## src/rtl/fetch2_ibuf.sv

```systemverilog
// Second fetch stage: tracks the single in-flight ICache request and queues
// {pc, inst, adef} for Decode in a small FIFO, back-pressuring the PC stage.
module fetch2_ibuf #(
    parameter int DEPTH = 4
) (
    input  logic        clk,
    input  logic        rst,
    input  logic        clear,
    input  logic [31:0] pc_in,
    input  logic        pc_valid,
    output logic        stall_out,
    input  logic        icache_data_ok,
    input  logic [31:0] icache_rdata,
    output logic        inst_valid,
    output logic [31:0] inst_pc,
    output logic [31:0] inst,
    output logic        inst_adef,
    input  logic        decode_ready
);

    localparam int PW = $clog2(DEPTH);
    localparam int CW = $clog2(DEPTH + 1);

    logic [31:0]   mem_pc   [DEPTH];
    logic [31:0]   mem_inst [DEPTH];
    logic          mem_adef [DEPTH];
    logic [PW-1:0] rd_ptr;
    logic [PW-1:0] wr_ptr;
    logic [CW-1:0] count;
    logic          outstanding;
    logic          cancel_pending;
    logic [31:0]   out_pc;

    logic          pop;
    logic          resp;
    logic          room;
    logic          accept;
    logic          acc_fetch;
    logic          acc_adef;
    logic [CW:0]   occupancy;
    logic [1:0]    n_push;
    logic [PW-1:0] adef_ptr;

    // The outstanding request already owns a slot, so a resp never needs extra room.
    always_comb begin
        pop       = inst_valid && decode_ready;
        resp      = icache_data_ok && outstanding && !cancel_pending;
        occupancy = {1'b0, count} - {{CW{1'b0}}, pop} + {{CW{1'b0}}, outstanding};
        room      = occupancy < (CW+1)'(DEPTH);
        accept    = pc_valid && !clear && !cancel_pending && room && (!outstanding || resp);
        acc_fetch = accept && (pc_in[1:0] == 2'b00);
        acc_adef  = accept && (pc_in[1:0] != 2'b00);
        n_push    = {1'b0, resp} + {1'b0, acc_adef};
        adef_ptr  = wr_ptr + PW'(resp);
    end

    assign stall_out  = pc_valid && !accept;
    assign inst_valid = (count != '0);
    assign inst_pc    = mem_pc[rd_ptr];
    assign inst       = mem_inst[rd_ptr];
    assign inst_adef  = mem_adef[rd_ptr];

    always_ff @(posedge clk) begin
        if (rst) begin
            rd_ptr         <= '0;
            wr_ptr         <= '0;
            count          <= '0;
            outstanding    <= 1'b0;
            cancel_pending <= 1'b0;
            out_pc         <= '0;
            for (int i = 0; i < DEPTH; i++) begin
                mem_pc[i]   <= '0;
                mem_inst[i] <= '0;
                mem_adef[i] <= 1'b0;
            end
        end else if (clear) begin
            rd_ptr         <= '0;
            wr_ptr         <= '0;
            count          <= '0;
            outstanding    <= 1'b0;
            // A data_ok landing in the clear cycle is simply dropped; otherwise swallow the next one.
            cancel_pending <= outstanding && !icache_data_ok;
        end else begin
            if (resp) begin
                mem_pc[wr_ptr]   <= out_pc;
                mem_inst[wr_ptr] <= icache_rdata;
                mem_adef[wr_ptr] <= 1'b0;
            end
            if (acc_adef) begin
                mem_pc[adef_ptr]   <= pc_in;
                mem_inst[adef_ptr] <= '0;
                mem_adef[adef_ptr] <= 1'b1;
            end
            wr_ptr <= wr_ptr + PW'(n_push);
            if (pop) begin
                rd_ptr <= rd_ptr + PW'(1);
            end
            count <= count + CW'(n_push) - CW'(pop);
            if (acc_fetch) begin
                outstanding <= 1'b1;
                out_pc      <= pc_in;
            end else if (resp) begin
                outstanding <= 1'b0;
            end
            if (cancel_pending && icache_data_ok) begin
                cancel_pending <= 1'b0;
            end
        end
    end

endmodule
```

## config.mk

```make
export PLATFORM = sky130hd
export DESIGN_NAME = fetch2_ibuf
export DESIGN_NICKNAME = d
export VERILOG_FILES = /design/src/rtl/fetch2_ibuf.sv
export SDC_FILE = /design/constraint.sdc
export NUM_CORES = 1
export LEC_CHECK = 0
export CORE_ASPECT_RATIO = 1.5
export CORE_MARGIN = 5
export CORE_UTILIZATION = 43
export CTS_BUF_LIST = sky130_fd_sc_hd__clkbuf_4
export DETAILED_ROUTE_END_ITERATION = 6
export GPL_ROUTABILITY_DRIVEN = 0
export SYNTH_ARGS = -nofsm -noshare
export SYNTH_HDL_FRONTEND = slang
export SYNTH_SLANG_ARGS = --single-unit
```

## constraint.sdc

```tcl
create_clock -name clk -period 13.2 [get_ports clk]
set_input_delay 2.64 -clock clk [delete_from_list [all_inputs] [get_ports clk]]
set_output_delay 2.64 -clock clk [all_outputs]
set_load 0.1 [all_outputs]
```

== Word-level counts from Yosys, hierarchy flattened ==
Memories as Yosys holds them, arrays and structs flattened. A register that Yosys moved wholly into a read port is not among the register bits.
Index checks and enable logic that the tools add are counted.
Word-level totals
  register bits after elaboration: 41
  bits in writable memories: 260
  bits of input ports: 70
  output and inout bits: 67
  word-level logic and storage cells: 88
  memories: 3
Cells by class
  add/sub/neg operators: 8
  $lt $le $gt $ge: 1
  muxes and demuxes: 38
  bitwise operators: 1
  reduce and logical (&&, ||, !) cells: 31
Memory list
  mem_inst: words 4, bits a word 32, read ports 1, clocked after Yosys merged registers in 1, wr ports 4, RTL line 25  | logic [31:0] mem_inst [DEPTH];
  mem_pc: words 4, bits a word 32, read ports 1, clocked after Yosys merged registers in 1, wr ports 4, RTL line 24  | logic [31:0] mem_pc [DEPTH];
  mem_adef: words 4, bits a word 1, read ports 1, clocked after Yosys merged registers in 1, wr ports 4, RTL line 26  | logic mem_adef [DEPTH];
Operators by type and width (count)
  $mux W32: 4
  $reduce_or A32 Y1: 4
  $mux W2: 12
  $mux W1: 22
  $logic_and A1 B1 Y1: 12
  $reduce_bool A2 Y1: 3
  $logic_not A1 Y1: 5
  $add A4 B1 Y4: 1
  $lt A4 B3 Y1 const B: 1
  $sub A3 B1 Y4: 1
  $add A3 B2 Y3: 1
  $reduce_bool A3 Y1: 1
  $sub A3 B1 Y3: 1
  $add A1 B1 Y2: 1
  $add A2 B1 Y2: 1
  $add A2 B1 Y2 const B: 1
  $add A2 B2 Y2: 1
  $logic_not A2 Y1: 1
  $reduce_and A2 Y1: 1
  $reduce_or A1 Y1: 2
  $reduce_or A2 Y1: 1
  $logic_or A1 B1 Y1: 1
  $not A1 Y1: 1

== Depth between registers and ports, before layout ==
Gate-level depths: netlist (run 1).
  depth in word-level cells: 14
  mapped depth: 19
  mapped depth without buffers: 17

== Worst setup path after synthesis (run 1) ==
OpenSTA, ideal clock, no wires.
  kind: input -> output
  start point: input decode_ready
  end point: output stall_out
  data arrival time: 4.867 ns
  data required time: 10.560 ns
  setup slack: 5.693 ns
  stages on the path: 9
  path buffers: 1
  path through: and2_1 -> ha_1 -> inv_1 -> ha_1 -> and3b_1 -> o211ai_1 -> a21o_1 -> buf_4 -> and2_1
On the way
  longest elaborated chain between the ends: 8
RTL lines
  from (decl): RTL line 18  | input logic decode_ready
  $logic_and A1 B1 Y1: RTL line 46  | pop = inst_valid && decode_ready;
  $sub A3 B1 Y4: RTL line 48  | occupancy = {1'b0, count} - {{CW{1'b0}}, pop} + {{CW{1'b0}}, outstanding};
  $add A4 B1 Y4: RTL line 48
  $lt A4 B3 Y1: RTL line 49  | room = occupancy < (CW+1)'(DEPTH);
  $logic_and A1 B1 Y1 (2 in a row): RTL line 50  | accept = pc_valid && !clear && !cancel_pending && room && (!outstanding || resp);
  $logic_not A1 Y1: RTL line 57  | assign stall_out = pc_valid && !accept;
  $logic_and A1 B1 Y1: RTL line 57
  to (decl): RTL line 11  | output logic stall_out,
No other way between the ends.

== Final worst setup path (run 1) ==
  start point: input decode_ready
  end point: output stall_out
On the way
  longest elaborated chain between the ends: 8
RTL lines
  $logic_and A1 B1 Y1: RTL line 46
  named net pop: RTL line 34  | logic pop;
  $sub A3 B1 Y4: RTL line 48
  $add A4 B1 Y4: RTL line 48
  $lt A4 B3 Y1: RTL line 49
  $logic_and A1 B1 Y1 (2 in a row): RTL line 50
  $logic_not A1 Y1: RTL line 57
  $logic_and A1 B1 Y1: RTL line 57
The timed path passes the listed nets, and every way through them passes these cells.

==> impl_summary.txt, run 1 <==
----------------------------------------------------
[Logic synthesis]
  Synthesized netlist cell count ... 1,370
  Simple logic cell fraction of the synthesized area ... 17.75%
  Number of nets produced by synthesis ... approximately 1,500
  Top flip-flop cell by instance count after synthesis ... dfxtp_1
  Xor and xnor fraction of the mapped netlist area ... 0.4960%
  Dominant combinational cell family by area after synthesis ... simple AND/OR/NAND/NOR gates
  FFs w/ async S/R, synth ... 0%
  Arithmetic-cell share of the synthesized area counting full adders, half adders and majority gates ... 0.9388%
  Number of enable flip-flop cells after synthesis ... 128
  Synthesis Warnings ... 0
  Sequential area share after synthesis ... between 50 and 60%
  Compound-cell area share of the yosys netlist ... 9.246%
  Distinct cell type count after synthesis ... 43
  Average cell area after synthesis ... 10.31 µm²
  Number of storage elements in the synthesis netlist ... 303
  Share of cell area taken by muxes after synthesis ... about 15%
  Summed instance area of the synthesized netlist ... 14,130 µm²

[Power]
  Leakage component of the power ... just under 0.006 µW
  Switching power total ... 517.2 µW
  Share of power burned in combinational logic ... 9.7%
  Pwr per Cell Area ... 117.4 nW/µm²
  Register share of total power ... 51.0%
  Internal power component ... 1451 µW
  Max rail drop VDD ... 61.68 µV
  Clock network fraction of design power ... 39.3%
  Proportion of total power due to net switching ... a little over a quarter

[Clock network]
  Number of clock buffers inserted by TritonCTS ... 74
  Clock insertion delay at the later pin of the skew report ... 0.72 ns
  Number of buffers on the longest clock path ... 3
  Total number of H-tree levels ... 3
  TritonCTS clock tree ... built
  CTS sink count ... 303
  Clock-pin slew of the registers on the worst-case setup and hold paths ... 0.06 ns
  Clock root buffer ... clkbuf_4
  Hold-fix buffers at CTS ... 0
  Post-CTS setup buffer count ... 0
  Total of cells resized after clock tree synthesis ... 0

[Setup path]
  Largest fanout on the critical path ... 8
  R2R depth ... 11
  Crit Path Category ... input pin to output port
  Worst endpoint data arrival time ... approximately 6.7 ns
  Cells along the critical path ... clkdlybuf4s50_1, and2_1, ha_1, inv_1, ha_1, and3b_1, o211ai_1, a21o_1, and2_1, clkdlybuf4s50_1
  Logic depth of the worst setup path including buffers ... 10
  Reg-to-reg slack, setup ... ~8.3 ns
  Worst setup path start ... decode_ready
  CP peak stage delay ... 1.13 ns
  Buffers and inverters on the worst path ... 3
  Crit path max-delay cell type ... clkdlybuf4s50_1
  Capturing element of the worst setup path ... stall_out
  Reg-to-reg startpoint ... count[2]$_SDFF_PP0_
  Cell family with most CP delay ... buffers and inverters
  Capturing point of the worst reg2reg path ... mem_pc[0][2]$_DFFE_PP_
  Crit end category ... output port
  Type of origin of the critical path ... input pin
  Critical path required time ... 10.56 ns

[Floorplan]
  I/O Pins ... 137
  Core Area ... ~33,000 µm²
  Rows ... 81
  Starting Density ... 43.43%
  Area of the die ... 36,650 µm²
  Vertical die dimension ... between 200 and 250 µm
  Die width ... 158.0 µm

[STA]
  Final count of hold timing violations ... 0
  Setup-violating endpoint count in the final report ... 0
  Final-report max-slew violation count ... 0
  Clock skew ... 0.03945 ns
  Total negative slack ... 0 ns
  Worst slew pin tran ... 1.143 ns
  Final critical-path share of the clock period ... a little over two thirds
  Final period demand of the worst path ... 9.311 ns
  RSZ-0062 raised after global routing ... false
  Highest attainable clock frequency ... about 110 MHz
  Max_slew headroom ... 23.78%

[Layout]
  Final core utilization ... 51.54%
  Area growth, synth to finish ... 18.68%
  Total number of nets in the final design ... 1,572
  Most used cells in the layout excluding fill and tap cells ... 224 x nand2_1, 173 x dfxtp_1, 159 x a21oi_1
  Ratio of cells with drive above 1 in the final layout ... between 10 and 15%
  Final-layout fill cell count ... 2,926
  Leading cell type in the layout, fill and taps excluded ... nand2_1

[Placed design]
  Port buffer count ... 136
  DPL Wire Length ... 22,790 µm

[Routing]
  Routed wire length per instance ... 21.02 µm
  Number of vias per cell after detailed routing ... 5.635
  Number of iterations in the first detailed-routing pass ... 5
  Number of design rule violations left after detail routing ... 0
  Drt total wl ... 41,290 µm
  Detailed-route via count ... 11,070
  Remaining number of nets flagged by the antenna check after routing ... 0
  Number of DRC markers in iteration 0 ... approximately 720

[Global routing]
  Number of global-route vias before repair ... 11,270
  Overflow after GRT ... 0
  Number of antenna violations at the first check in global routing ... 2
  First-pass GRT wire length ... 63,400 µm
  GRT Resource Usage Total ... 22.49%
  Largest net degree at the start of global routing ... approximately 90

[Min path]
  HP Class ... flip-flop to flip-flop

[Run status]
  Outcome ... complete, no violations

[Run]
  Max-Cap Viols ... 0

----------------------------------------------------
metal layers:
layer / global-route usage [%] / up-vias / wire [µm] / part of all wire (%)
li1: - / 5135 / - / -
met3: 3.897 / 85 / 2887 / 7.0
met2: 40.45 / 483 / 21580 / 52
met1: 26.49 / 5364 / 15660 / 38
met5: 0 / - / 0 / 0
met4: 8.589 / 0 / 1152 / 2.8
power by group through the flow:
stage | Sequential (µW) | Combinational, µW | Clock, µW
2_1_floorplan | 1020 | 120 | 0
3_3_place_gp | 1020 | 190 | 0
3_5_place_dp | 1030 | 191 | 0
4_1_cts | 1000 | 191 | 796
5_1_grt | 1010 | 199 | 843
6_report | 1000 | 190 | 774
worst register-to-register path, stage by stage (launching register included):
cell and delay (ns):
dfxtp_1 0.35, or3_1 0.43, and2_1 0.26, ha_1 0.21
inv_1 0.06, ha_1 0.21, and3b_1 0.18, or4_1 0.67
a21o_1 0.45, nor4_4 0.65, buf_4 0.93, mux2i_1 0.24
flip-flops by register name, summed over array words and instances, names as in the netlist, named ones only:
signal          flops
rd_ptr              2
out_pc             32
wr_ptr              2
cancel_pending      1
outstanding         1
mem_inst          128
mem_adef            4
count               3
mem_pc            128
kinds of logic after synthesis:
| kind of cell | count (synthesis) |
|---|---|
| AO/OA/AOI/OAI | 237 |
| AND/OR/NAND/NOR | 524 |
| buffers and inverters | 158 |
| XOR/XNOR | 8 |
| adder cells (fa/ha/maj) | 10 |
| flip-flops | 303 |
| multiplexers | 130 |
worst min-delay path by stage:
stage | start | to | cells past startpoint
CTS | mem_adef[2]$_DFF_P_ | mem_adef[2]$_DFF_P_ | 1
detailed placement | mem_adef[2]$_DFF_P_ | mem_adef[2]$_DFF_P_ | 1
finish | mem_adef[2]$_DFF_P_ | mem_adef[2]$_DFF_P_ | 1
global route | mem_adef[0]$_DFF_P_ | mem_adef[0]$_DFF_P_ | 1
global placement | mem_adef[2]$_DFF_P_ | mem_adef[2]$_DFF_P_ | 1
floorplan | mem_adef[2]$_DFF_P_ | mem_adef[2]$_DFF_P_ | 1
synth_stat cells (7+ instances only):
cell type / n / area [µm²]
nor3b_1: 98 / 735.7
nor2_1: 141 / 529.3
inv_1: 44 / 165.2
o21ai_0: 7 / 35.03
dfxtp_1: 175 / 3503
a21oi_1: 159 / 795.8
ha_1: 9 / 112.6
buf_1: 13 / 48.80
clkbuf_1: 71 / 266.5
mux4_2: 65 / 1464
a22oi_1: 32 / 240.2
nand3_1: 32 / 160.2
o21ai_1: 28 / 140.1
buf_2: 24 / 120.1
edfxtp_1: 128 / 3844
nand2_1: 224 / 840.8
mux2i_1: 65 / 650.6
area by class of cell:
cell class	count	area, µm²	share of cell area [%]
flip-flops and latches	303	7355	43.87
multi-input cells	909	6251	37.28
repair buffers	160	1539	9.179
clock buffers	117	878.3	5.239
well taps	415	519.2	3.097
inverters	44	165.2	0.9851
clock inverters	14	53.80	0.3209
diodes	2	5.005	0.02985
stage by stage:
| stage | cells | total power, µW | instance area, µm² | worst slack, ns | hold slack (ns) |
|---|---|---|---|---|---|
| final | 1964 | 1968 | 16770 | 3.889 | 0.4503 |
| after CTS | 1962 | 1992 | 16760 | 3.882 | 0.4547 |
| after floorplan | 1370 | 1140 | 14130 | 5.693 | 0.4211 |
| after global placement | 1831 | 1215 | 15830 | 3.901 | 0.4343 |
| after detailed placement | 1831 | 1217 | 15830 | 3.884 | 0.4402 |
| after global routing | 1964 | 2048 | 16770 | 3.702 | 0.4829 |
(Power assumes the default switching activity.)
==> inputs of run 2 (changes only) <==
- clock period: 13.2 -> 9 ns (I/O delays scaled with it)
==> impl_summary.txt, run 2 (synthesis gave the netlist of run 1 again) <==
----------------------------------------------------
[STA]
  Tightest hold margin ... 0.4560 ns (+0.005667 ns)
  Setup-violating endpoint count in the final report ... 0 (unchanged)
  Final-report max-slew violation count ... 0 (unchanged)
  Final period demand of the worst path ... 7.615 ns
  Max_slew headroom ... 19.70% (-4.1 points)
  Total negative slack ... 0 ns (unchanged)
  Worst slew pin tran ... 1.205 ns (+0.06122 ns)
  Final count of hold timing violations ... 0 (unchanged)
  Clock skew ... 0.04201 ns (+0.002556 ns)
  RSZ-0062 raised after global routing ... false
  Final worst-path setup slack ... 1.386 ns (-2.503 ns)
  Final critical-path share of the clock period ... 84.61%
  Highest attainable clock frequency ... ~130 MHz

[Run]
  Max-Cap Viols ... 0 (unchanged)

[Routing]
  Drt total wl ... 40,270 µm (-2.5%)
  Number of iterations in the first detailed-routing pass ... 5 (unchanged)
  Routed metal-1 wirelength ... 15,490 µm (-1.1%)
  Number of design rule violations left after detail routing ... 0 (unchanged)
  Number of vias per cell after detailed routing ... 5.603 (-0.57%)
  Remaining number of nets flagged by the antenna check after routing ... 0 (unchanged)
  Detailed-route via count ... 11,020 (-0.47%)
  Routed wire length per instance ... 20.48 µm (-2.6%)
  Number of DRC markers in iteration 0 ... 647 (-9.6%)
  Met3 Wirelength ... 2576 µm (-11%)
  Met2 WL post-DR ... 21,160 µm (-2.0%)
  Top Layer Used ... met4

[Setup path]
  Reg-to-reg startpoint ... count[2]$_SDFF_PP0_
  Cells along the critical path ... clkdlybuf4s50_1, and2_1, ha_1, inv_1, ha_1, and3b_1, o211ai_1, a21o_1, and2_1, clkdlybuf4s50_1
  Worst setup path start ... decode_ready
  Crit Path Category ... input pin to output port
  Crit path max-delay cell type ... clkdlybuf4s50_1
  Worst endpoint data arrival time ... 5.81 ns (-0.86 ns)
  Type of origin of the critical path ... input pin
  Crit end category ... output port
  CP peak stage delay ... 1.15 ns (+0.02 ns)
  Critical path required time ... 7.20 ns (-3.36 ns)
  Largest fanout on the critical path ... 8 (unchanged)

[Global routing]
  Number of global-route vias before repair ... 11,200 (-0.63%)
  Number of antenna violations at the first check in global routing ... 2 (unchanged)
  Largest net degree at the start of global routing ... 83 (-9.8%)
  GRT Resource Usage Total ... 21.78% (-0.71 points)
  First-pass GRT wire length ... 61,780 µm (-2.5%)
  Overflow after GRT ... 0 (unchanged)

[Layout]
  Area growth, synth to finish ... 19.02%
  Largest registers ... mem_inst (128), mem_pc (128), out_pc (32)
  Ratio of cells with drive above 1 in the final layout ... 14.98% (+0.11 points)
  Most used cells in the layout excluding fill and tap cells ... 224 x nand2_1, 173 x dfxtp_1, 159 x a21oi_1
  Leading cell type in the layout, fill and taps excluded ... nand2_1
  Sequential cell area ... 7355 µm² (unchanged)
  Area of combinational cells with multiple inputs ... 6250 µm² (about the same)
  Total number of nets in the final design ... 1,574 (+0.13%)
  Final-layout fill cell count ... 2,941 (+0.51%)
  Final core utilization ... 51.69% (+0.15 points)

[Clock network]
  Clock root buffer ... clkbuf_4
  Number of clock buffers inserted by TritonCTS ... 75 (+1.4%)
  Total of cells resized after clock tree synthesis ... 0 (unchanged)
  Total number of H-tree levels ... 3 (unchanged)
  Clock insertion delay at the later pin of the skew report ... 0.71 ns (about the same)
  TritonCTS clock tree ... built
  Hold-fix buffers at CTS ... 0 (unchanged)
  Number of buffers on the longest clock path ... 3 (unchanged)
  Clock-pin slew of the registers on the worst-case setup and hold paths ... 0.06 ns (about the same)
  Post-CTS setup buffer count ... 0 (unchanged)
  CTS sink count ... 303 (unchanged)

[Floorplan]
  Vertical die dimension ... 232.0 µm (unchanged)
  Core Area ... 32,530 µm² (unchanged)
  I/O Pins ... 137 (unchanged)
  Area of the die ... 36,650 µm² (unchanged)
  Rows ... 81 (unchanged)
  Starting Density ... 43.43% (unchanged)
  Die width ... 158.0 µm (unchanged)

[Power]
  Pwr per Cell Area ... 173.4 nW/µm² (+48%)
  Leakage component of the power ... 0.005879 µW (+0.46%)
  Max rail drop VDD ... 104.8 µV (+70%)

[Min path]
  HP Class ... flip-flop to flip-flop
  Hold path startpoint ... mem_adef[1]$_DFF_P_

[Placed design]
  Port buffer count ... 136 (unchanged)
  Pre-CTS WS ... 1.362 ns (-2.522 ns)
  DPL Wire Length ... 22,870 µm (+0.36%)

[Run status]
  Outcome ... complete, no violations

----------------------------------------------------
[run 2: worst max-delay path, delay by kind of cell]
family                     cells  cell delay, ns
and+or+nand+nor                3            0.68
buffers and inverters          3            1.63
AOI/OAI and AO/OA              2            1.27
adders and majority gates      2            0.43
[run 2: metal layers]
metal | up-vias | GRT usage, %
li1 | 5143 | -
met3 | 93 | 3.934
met2 | 392 | 39.34
met1 | 5387 | 25.37
met5 | - | 0
met4 | 0 | 8.376
[run 2: final cells by class]
cell class / count / area share [%]
diodes: 2 / 0.02976
flip-flops and latches: 303 / 43.74
well taps: 415 / 3.088
clock inverters: 16 / 0.5432
repair buffers: 161 / 9.272
multi-input cells: 909 / 37.17
clock buffers: 116 / 5.179
inverters: 44 / 0.9822
[run 2: final timing paths]
kind,slack (ns),cells after the start,to
setup / recovery,1.39,10,stall_out
hold / removal,0.46,1,mem_adef[1]$_DFF_P_
setup reg to reg,4.22,11,mem_pc[3][8]$_DFFE_PP_
hold reg to reg,0.46,1,mem_adef[1]$_DFF_P_
[run 2: per-stage QoR]
stage	area (µm²)	power, µW	instances
2_1_floorplan	14130	1672	1370
3_5_place_dp	15850	1783	1832
3_3_place_gp	15850	1780	1832
4_1_cts	16810	2954	1964
5_1_grt	16810	3032	1966
6_report	16810	2915	1966
[run 2: power breakdown]
| part | switching [µW] | internal, µW |
|---|---|---|
| Combinational | 194 | 82.9 |
| Sequential | 14.1 | 1460 |
| Clock | 553 | 614 |
